$ cat config.mk
export PLATFORM = sky130hd
export DESIGN_NAME = axi_sram_slave
export DESIGN_NICKNAME = d
export VERILOG_FILES = /design/src/rtl/axi_sram_slave.sv
export SDC_FILE = /design/constraint.sdc
export NUM_CORES = 1
export LEC_CHECK = 0
export CAP_MARGIN = 20
export CORE_MARGIN = 3
export CORE_UTILIZATION = 43
export DETAILED_ROUTE_END_ITERATION = 16
export GPL_ROUTABILITY_DRIVEN = 0
export PLACE_DENSITY = 0.81
export SLEW_MARGIN = 20
export SYNTH_ARGS = -nofsm -noshare
export SYNTH_HDL_FRONTEND = slang
export SYNTH_SLANG_ARGS = --single-unit
$ cat constraint.sdc
create_clock -name clk -period 3 [get_ports clk]
set_input_delay 0.6 -clock clk [delete_from_list [all_inputs] [get_ports clk]]
set_output_delay 0.6 -clock clk [all_outputs]
set_load 0.03 [all_outputs]
$ cat src/rtl/axi_sram_slave.sv
// AXI3 slave that serves one read burst and one write burst concurrently from a single-port
// synchronous SRAM, sharing the port through a round-robin arbiter.
module axi_sram_slave #(
  parameter int unsigned MEM_AW = 16
) (
  input  logic              clk,
  input  logic              resetn,
  input  logic [3:0]        arid,
  input  logic [31:0]       araddr,
  input  logic [7:0]        arlen,
  input  logic [2:0]        arsize,
  input  logic [1:0]        arburst,
  input  logic [1:0]        arlock,
  input  logic [3:0]        arcache,
  input  logic [2:0]        arprot,
  input  logic              arvalid,
  output logic              arready,
  output logic [3:0]        rid,
  output logic [31:0]       rdata,
  output logic [1:0]        rresp,
  output logic              rlast,
  output logic              rvalid,
  input  logic              rready,
  input  logic [3:0]        awid,
  input  logic [31:0]       awaddr,
  input  logic [7:0]        awlen,
  input  logic [2:0]        awsize,
  input  logic [1:0]        awburst,
  input  logic [1:0]        awlock,
  input  logic [3:0]        awcache,
  input  logic [2:0]        awprot,
  input  logic              awvalid,
  output logic              awready,
  input  logic [3:0]        wid,
  input  logic [31:0]       wdata,
  input  logic [3:0]        wstrb,
  input  logic              wlast,
  input  logic              wvalid,
  output logic              wready,
  output logic [3:0]        bid,
  output logic [1:0]        bresp,
  output logic              bvalid,
  input  logic              bready,
  output logic              sram_en,
  output logic [3:0]        sram_we,
  output logic [MEM_AW-1:0] sram_addr,
  output logic [31:0]       sram_wdata,
  input  logic [31:0]       sram_rdata
);

  localparam logic [1:0] RespOkay   = 2'b00;
  localparam logic [1:0] RespSlvErr = 2'b10;

  typedef enum logic [1:0] {RIdle, RIssue, RData} r_state_e;
  typedef enum logic [1:0] {WIdle, WData, WResp} w_state_e;

  r_state_e r_state_q, r_state_d;
  w_state_e w_state_q, w_state_d;

  logic [3:0]  r_id_q, w_id_q;
  logic [31:0] r_addr_q, w_addr_q;
  logic [7:0]  r_len_q, w_len_q, r_beat_q, w_beat_q;
  logic [2:0]  r_size_q, w_size_q;
  logic [1:0]  r_burst_q, w_burst_q;
  logic        r_err_q, w_err_q, w_slverr_q;
  logic        r_fresh_q;
  logic [31:0] r_hold_q;
  logic        last_gnt_w_q;

  logic rlast_int, req_r, req_w, gnt_r, gnt_w;
  logic ar_hs, r_hs, aw_hs, w_hs, b_hs;

  logic unused_ok;
  assign unused_ok = ^{arlock, arcache, arprot, awlock, awcache, awprot, wid};

  function automatic logic [31:0] next_addr(input logic [31:0] a, input logic [2:0] sz,
                                            input logic [1:0] bu);
    return (bu == 2'b01) ? a + (32'd1 << sz) : a;
  endfunction

  assign rlast_int = (r_beat_q == r_len_q);

  // Errored bursts never touch the SRAM, so they never request the port.
  assign req_r = resetn && !r_err_q &&
                 ((r_state_q == RIssue) || ((r_state_q == RData) && rready && !rlast_int));
  assign req_w = resetn && !w_err_q && (w_state_q == WData) && wvalid;
  assign gnt_r = req_r && (!req_w || last_gnt_w_q);
  assign gnt_w = req_w && (!req_r || !last_gnt_w_q);

  assign ar_hs = arvalid && resetn && (r_state_q == RIdle);
  assign r_hs  = rready && resetn && (r_state_q == RData);
  assign aw_hs = awvalid && resetn && (w_state_q == WIdle);
  assign w_hs  = wvalid && resetn && (w_state_q == WData) && (w_err_q || gnt_w);
  assign b_hs  = bready && resetn && (w_state_q == WResp);

  always_ff @(posedge clk) begin
    if (!resetn) begin
      r_state_q    <= RIdle;
      w_state_q    <= WIdle;
      last_gnt_w_q <= 1'b0;
    end else begin
      r_state_q <= r_state_d;
      w_state_q <= w_state_d;
      if (gnt_r) begin
        last_gnt_w_q <= 1'b0;
      end else if (gnt_w) begin
        last_gnt_w_q <= 1'b1;
      end
    end
  end

  always_comb begin
    r_state_d = r_state_q;
    unique case (r_state_q)
      RIdle:  if (ar_hs) r_state_d = RIssue;
      RIssue: if (r_err_q || gnt_r) r_state_d = RData;
      RData: begin
        if (r_hs) begin
          if (rlast_int) begin
            r_state_d = RIdle;
          end else if (!(r_err_q || gnt_r)) begin
            r_state_d = RIssue;
          end
        end
      end
      default: r_state_d = RIdle;
    endcase
  end

  always_comb begin
    w_state_d = w_state_q;
    unique case (w_state_q)
      WIdle: if (aw_hs) w_state_d = WData;
      WData: if (w_hs && (wlast || (w_beat_q == w_len_q))) w_state_d = WResp;
      WResp: if (b_hs) w_state_d = WIdle;
      default: w_state_d = WIdle;
    endcase
  end

  always_ff @(posedge clk) begin
    if (!resetn) begin
      r_id_q    <= '0;
      r_addr_q  <= '0;
      r_len_q   <= '0;
      r_beat_q  <= '0;
      r_size_q  <= '0;
      r_burst_q <= '0;
      r_err_q   <= 1'b0;
      r_fresh_q <= 1'b0;
      r_hold_q  <= '0;
    end else begin
      r_fresh_q <= gnt_r;
      if (r_fresh_q) r_hold_q <= sram_rdata;
      if (ar_hs) begin
        r_id_q    <= arid;
        r_addr_q  <= araddr;
        r_len_q   <= arlen;
        r_beat_q  <= '0;
        r_size_q  <= arsize;
        r_burst_q <= arburst;
        r_err_q   <= arburst[1] || (arsize > 3'd2);
      end else begin
        if (gnt_r) r_addr_q <= next_addr(r_addr_q, r_size_q, r_burst_q);
        if (r_hs) r_beat_q <= r_beat_q + 8'd1;
      end
    end
  end

  always_ff @(posedge clk) begin
    if (!resetn) begin
      w_id_q     <= '0;
      w_addr_q   <= '0;
      w_len_q    <= '0;
      w_beat_q   <= '0;
      w_size_q   <= '0;
      w_burst_q  <= '0;
      w_err_q    <= 1'b0;
      w_slverr_q <= 1'b0;
    end else if (aw_hs) begin
      w_id_q     <= awid;
      w_addr_q   <= awaddr;
      w_len_q    <= awlen;
      w_beat_q   <= '0;
      w_size_q   <= awsize;
      w_burst_q  <= awburst;
      w_err_q    <= awburst[1] || (awsize > 3'd2);
      w_slverr_q <= awburst[1] || (awsize > 3'd2);
    end else if (w_hs) begin
      w_addr_q <= next_addr(w_addr_q, w_size_q, w_burst_q);
      w_beat_q <= w_beat_q + 8'd1;
      // wlast disagreeing with the beat count ends the burst with an error.
      if (wlast != (w_beat_q == w_len_q)) w_slverr_q <= 1'b1;
    end
  end

  always_comb begin
    arready = resetn && (r_state_q == RIdle);
    awready = resetn && (w_state_q == WIdle);
    rvalid  = resetn && (r_state_q == RData);
    rlast   = rvalid && rlast_int;
    rid     = rvalid ? r_id_q : '0;
    rresp   = (rvalid && r_err_q) ? RespSlvErr : RespOkay;
    rdata   = '0;
    if (rvalid && !r_err_q) rdata = r_fresh_q ? sram_rdata : r_hold_q;
    wready  = resetn && (w_state_q == WData) && (w_err_q || gnt_w);
    bvalid  = resetn && (w_state_q == WResp);
    bid     = bvalid ? w_id_q : '0;
    bresp   = (bvalid && w_slverr_q) ? RespSlvErr : RespOkay;
    sram_en    = gnt_r || gnt_w;
    sram_we    = gnt_w ? wstrb : '0;
    sram_wdata = gnt_w ? wdata : '0;
    sram_addr  = '0;
    if (gnt_w) begin
      sram_addr = w_addr_q[MEM_AW+1:2];
    end else if (gnt_r) begin
      sram_addr = r_addr_q[MEM_AW+1:2];
    end
  end

endmodule

# Word level (Yosys, flattened, before mapping)
# Cells that the tools add are included.
[word_totals] ff_bits=155 in_bits=196 out_inout_bits=103 elab_cells=135
[op_classes] add_sub_neg=4 n_mux=29 n_eq_ne=16 bitwise=1 shift=2 reduce_logical=61 order_cmp=2
[ops] operator="$mux 32" count=9
[ops] operator="$add 32x32->32" count=2
[ops] operator="$shl 1x3->32 const A" count=2
[ops] operator="$mux 16" count=2
[ops] operator="$logic_and 1x1->1" count=31
[ops] operator="$mux 2" count=10
[ops] operator="$add 8x1->8 const B" count=2
[ops] operator="$eq 8x8->1" count=2
[ops] operator="$mux 4" count=3
[ops] operator="$pmux 2 s3" count=2
[ops] operator="$reduce_bool 2->1" count=5
[ops] operator="$logic_or 1x1->1" count=9
[ops] operator="$eq 2x1->1 const B" count=4
[ops] operator="$ne 2x2->1 const B" count=4
[ops] operator="$gt 3x2->1 const B" count=2
[ops] operator="$logic_not 1->1" count=6
[ops] operator="$reduce_and 2->1" count=3
[ops] operator="$reduce_or 2->1" count=3
[ops] operator="$eq 2x2->1 const B" count=2
[ops] operator="$logic_not 2->1" count=2
[ops] operator="$ne 2x1->1 const B" count=2
[ops] operator="$reduce_and 4->1" count=1
[ops] operator="$mux 1" count=3
[ops] operator="$ne 3x3->1 const B" count=1
[ops] operator="3 further kinds" count=3

# Depth between registers and ports, before layout
[logic_depth] word_depth=13 mapped_depth=12 ltp_nobuf=11

# Worst setup path before layout
# Ideal clock, no wire load.
[synth_path] path_kind="input port to output port" startpoint="input resetn" endpoint="output rdata[10]" n_path_buf=2 required_ns=2.400 slack_ns=-0.010 path_stages=6 t_arrival_ns=2.410 path_cell_list="buf_2 > clkinv_1 > nor3_2 > nand2b_1 > clkbuf_1 > nor2_1"
[synth_via] elab_chain_cells=3
[synth_lines] element="start: declaration" line_no="7" source="input logic resetn,"
[synth_lines] element="$logic_and 1x1->1" line_no="199" source="rvalid = resetn && (r_state_q == RData);"
[synth_lines] element="net rvalid" line_no="22" source="output logic rvalid,"
[synth_lines] element="$logic_and 1x1->1" line_no="204" source="if (rvalid && !r_err_q) rdata = r_fresh_q ? sram_rdata : r_hold_q;"
[synth_lines] element="$mux 32" line_no="204"
[synth_lines] element="end: declaration" line_no="19" source="output logic [31:0] rdata,"
# The timed path passes the listed nets, and every way through them passes these cells.

# Worst setup path in the final report
[layout_path] startpoint="register r_beat_q[5]" endpoint="output sram_wdata[30]"
[layout_via] elab_chain_cells=9
[layout_lines] element="start: declaration" line_no="62" source="logic [7:0] r_len_q, w_len_q, r_beat_q, w_beat_q;"
[layout_lines] element="start signal: assignment" line_no="164" source="if (r_hs) r_beat_q <= r_beat_q + 8'd1;"
[layout_lines] element="$eq 8x8->1" line_no="81" source="assign rlast_int = (r_beat_q == r_len_q);"
[layout_lines] element="$logic_not 1->1" line_no="85" source="((r_state_q == RIssue) || ((r_state_q == RData) && rready && !rlast_int));"
[layout_lines] element="$logic_and 1x1->1" line_no="85"
[layout_lines] element="$logic_or 1x1->1" line_no="85"
[layout_lines] element="$logic_and 1x1->1" line_no="84" source="assign req_r = resetn && !r_err_q &&"
[layout_lines] element="$logic_not 1->1" line_no="88" source="assign gnt_w = req_w && (!req_r || !last_gnt_w_q);"
[layout_lines] element="$logic_or 1x1->1" line_no="88"
[layout_lines] element="$logic_and 1x1->1" line_no="88"
[layout_lines] element="$mux 32" line_no="211" source="sram_wdata = gnt_w ? wdata : '0;"
[layout_lines] element="end: declaration" line_no="47" source="output logic [31:0] sram_wdata,"
# Every way passes these cells.

==> flow_summary_export.csv <==
group,metric,value,unit
drt,antenna_left,0,
final_layout,nets,1346,
placement,dpl.hpwl,15500,um
clocking,cts_tree,"built",
drt,dr.pass1.iters,5,
synth,ys_types,59,
synth,ys_top_cells_by_count,"141 x nand2_1, 127 x dfxtp_1, 124 x nor2_1",
pwr,clkPwrFrac,41.7,%
run,cap_violations,0,
worst_hold_path,min_to,"w_id_q[1]",
final_layout,antennaDiodeCount,0,
sta,skew,0.00783,ns
floorplan,core_area,15500,sq um
sta,slew_viol_final,0,
synth,synth_area_leader_cell,"dfxtp_1",
floorplan,dieWidth,133,um
critical_path,slowest_stage,"nor4_4",
critical_path,cp_max_fo,36,
critical_path,critPathMaxStageDelay,0.36,ns
floorplan,rows,45,
pwr,p_sw,1.34,mW
sta,rsz0062_at_grt,"true",
synth,synth_compound_gate_area_share,13.3,%
clocking,hold_buffers,0,
synth,synth_edf_count,0,
synth,yosys_warnings,0,
clocking,clk_pin_slew,0.05,ns
pwr,p_leak,4.22,nW
critical_path,path_buf_inv,2,
placement,portBuffers,246,
drt,drcViolationCount,0,
drt,via_per_inst,5.18,
critical_path,rr_worst_depth,11,
synth,yosysMostFrequentCell,"nand2_1",
pwr,p_comb_share,18.9,%
clocking,clockBufferDepth,2,
pwr,powerDensity,484,nW/um^2
critical_path,cp_cell_sequence,"xor2_1 -> nor4_4 -> a211o_1 -> a21oi_4 -> nor2_2 -> buf_12 -> and2_1 -> buf_4",
global_route,antenna_found_initial,0,
pwr,pwr-share-seq,39.4,%
critical_path,r2r_start,"w_size_q[2]",
synth,synth_seq_cells,127,
critical_path,r2r_slack,0.28,ns
global_route,grt_max_degree,40,
critical_path,end_kind,"output pin",
synth,async_reset_ff_share,0,%
synth,ys_seq_area_share,36.8,%
drt,drt_wl_total,20600,um
pwr,ir_drop,0.000480,V
sta,period_needed,2.96,ns
critical_path,start_kind,"flip-flop",
critical_path,reg2reg_to,"w_addr_q[10]",
clocking,root_buffer,"clkbuf_16",
pwr,internal_power,3.62,mW
floorplan,start_util,44.6,%
floorplan,dieArea,17600,sq um
critical_path,crit_cells,8,
drt,drt-initial-drc-count,354,
final_layout,drive_above_1_share,16.4,%
clocking,cts_buffers,17,
synth,synth_ff_type,"dfxtp_1",
sta,hold_viol_final,0,
pwr,power.total,4.95,mW
synth,synth-simple-area-share,29.4,%
global_route,grtUsageTotal,22.8,%
synth,syn_inst,885,
status,status,"finished clean",
clocking,cts.sinks,127,
synth,synth_top_family_by_area,"simple AND/OR/NAND/NOR gates",
floorplan,fp.dieH,133,um
critical_path,required,2.40,ns
drt,wl_per_cell,15.3,um
critical_path,critPathTopFamily,"simple AND/OR/NAND/NOR gates",
critical_path,cp.arrival,2.36,ns
floorplan,ioPinCount,299,
worst_hold_path,holdPathStages,2,
synth,yosys.area_share.xor_xnor,6.46,%
global_route,grt_pass1_wl,32800,um
sta,maxSlewHeadroom,59.8,%
clocking,htreeDepth,4,
final_layout,syn2layout_area_growth,48.1,%
synth,syn_area_per_cell,7.81,sq um
sta,finalCritPeriodShare,98.7,%
drt,vias,7008,
global_route,grt_overflow,0,
synth,synth_fa_ha_area_share,4.02,%
placement,dpl_cell_area,9570,sq um
worst_hold_path,hp-start,"w_id_q[1]",
global_route,grt_pass1_vias,6582,
critical_path,worst-setup-path-type,"flip-flop to output pin",
pwr,p_sw_share,27.0,%
clocking,clk_latency,0.42,ns
synth,yosysTopAreaCellShare,36.8,%
final_layout,design_area,10200,sq um
sta,worst_pin_slew,0.600,ns
synth,synthTopCellsByArea,"dfxtp_1 37%, nand2_1 7.7%, nor2_1 6.7%",
sta,setup_viol,0,
sta,fmax,338,MHz
worst_hold_path,hold_path.class,"flip-flop to flip-flop",
synth,muxShareOfSynthArea,5.79,%
synth,synth_area,6910,sq um
cells by family (layout without fill, tap and decap cells):
family | count (synthesis) | in the layout
simple gates | 426 | 426
xor+xnor | 51 | 51
fa+ha+maj | 21 | 21
buf+inv | 69 | 325
compound gates | 150 | 150
other cells | 1 | 2
mux | 40 | 40
flops | 127 | 127
layer usage:
| layer | track usage [%] | vias up | wire length, um |
|---|---|---|---|
| met5 | 0 | - | 0 |
| li1 | - | 3495 | - |
| met1 | 29.6 | 3272 | 9340 |
| met2 | 38.1 | 222 | 9910 |
| met4 | 5.02 | 0 | 196 |
| met3 | 6.50 | 19 | 1190 |
repair_timing:
action / CTS / global route
setup endpoints to repair: 50 / 57
gates resized for setup: 10 / 5
buffers inserted: 1 / 2
pin swaps: 3 / 2
worst min-delay path, delay by kind of cell, from the launching register on:
kind,cells,cell delay (ns)
DFF,1,0.30
and+or+nand+nor,2,0.10
placed cells by master (no fill, tap or decap), types with 4 or more instances in the layout:
cell             netlist  layout
clkdlybuf4s50_1        0     144
and2_1                50      50
nand3_1               36      36
o311ai_0               4       4
nor3b_1                7       6
nor3_1                 8       8
nand2b_1              10      10
ha_1                  19      19
inv_1                 11      11
nand2_1              141     141
o21a_1                 4       4
clkbuf_16              0      17
and3_1                 8       8
buf_4                  4     121
or3_1                  4       4
mux2i_1               40      40
o21ai_1                2       4
nor2_1               124     123
o21ai_0               62      58
a21o_1                 6       6
xor2_1                38      36
clkinv_2               0       4
dfxtp_1              127     125
a22oi_1                4       4
nor2b_1                4       4
xnor2_1               13      13
clkinvlp_4             0       4
a21oi_1               26      25
buf_12                 0      14
nand4_1               11      11
a211oi_1              16      16
how the worst max path moves through the flow:
stage                start        endpoint  slack, ns
2_1_floorplan       resetn          wready      0.006
3_3_place_gp        rready   sram_addr[14]      -0.08
3_5_place_dp        rready     r_addr_q[9]      -0.09
4_1_cts        r_beat_q[0]   sram_addr[15]      0.006
5_1_grt        r_beat_q[5]  sram_wdata[21]      -0.07
6_report       r_beat_q[5]  sram_wdata[30]       0.04
power by group through the flow:
stage | logic (mW) | registers (mW) | clock network [mW]
after floorplan | 0.568 | 1.92 | 0
after global placement | 0.895 | 1.98 | 0
after detailed placement | 0.911 | 1.98 | 0
after CTS | 0.931 | 1.95 | 2.09
after global routing | 1.03 | 1.97 | 2.17
final | 0.936 | 1.95 | 2.06
stage by stage:
stage | TNS, ns | util, % | setup slack (ns) | hold slack, ns | instances
after floorplan | 0 | - | 0.00598 | 0.429 | 886
after global placement | -1.68 | 61.8 | -0.0817 | 0.438 | 1318
after detailed placement | -2.52 | 61.8 | -0.0908 | 0.443 | 1318
after CTS | 0 | 65.8 | 0.00623 | 0.453 | 1351
after global routing | -1.82 | 66.1 | -0.0741 | 0.471 | 1353
final | 0 | 66.1 | 0.0394 | 0.449 | 1353
cell type report:
type	count	area [sq um]
sequential	127	2540
fill	1312	5250
clock inverter	11	140
clock buffer	21	450
multi-input combinational	690	4150
tap	211	264
inverter	12	45.0
timing repair buffer	281	2640
registers in the layout, summed over array words and instances (netlist names), 3 cells and up:
name,flops
w_len_q,8
r_beat_q,8
r_id_q,4
w_addr_q,18
r_len_q,8
w_id_q,4
w_beat_q,8
w_size_q,3
r_size_q,3
r_hold_q,32
r_addr_q,18
(Power assumes the default switching activity.)
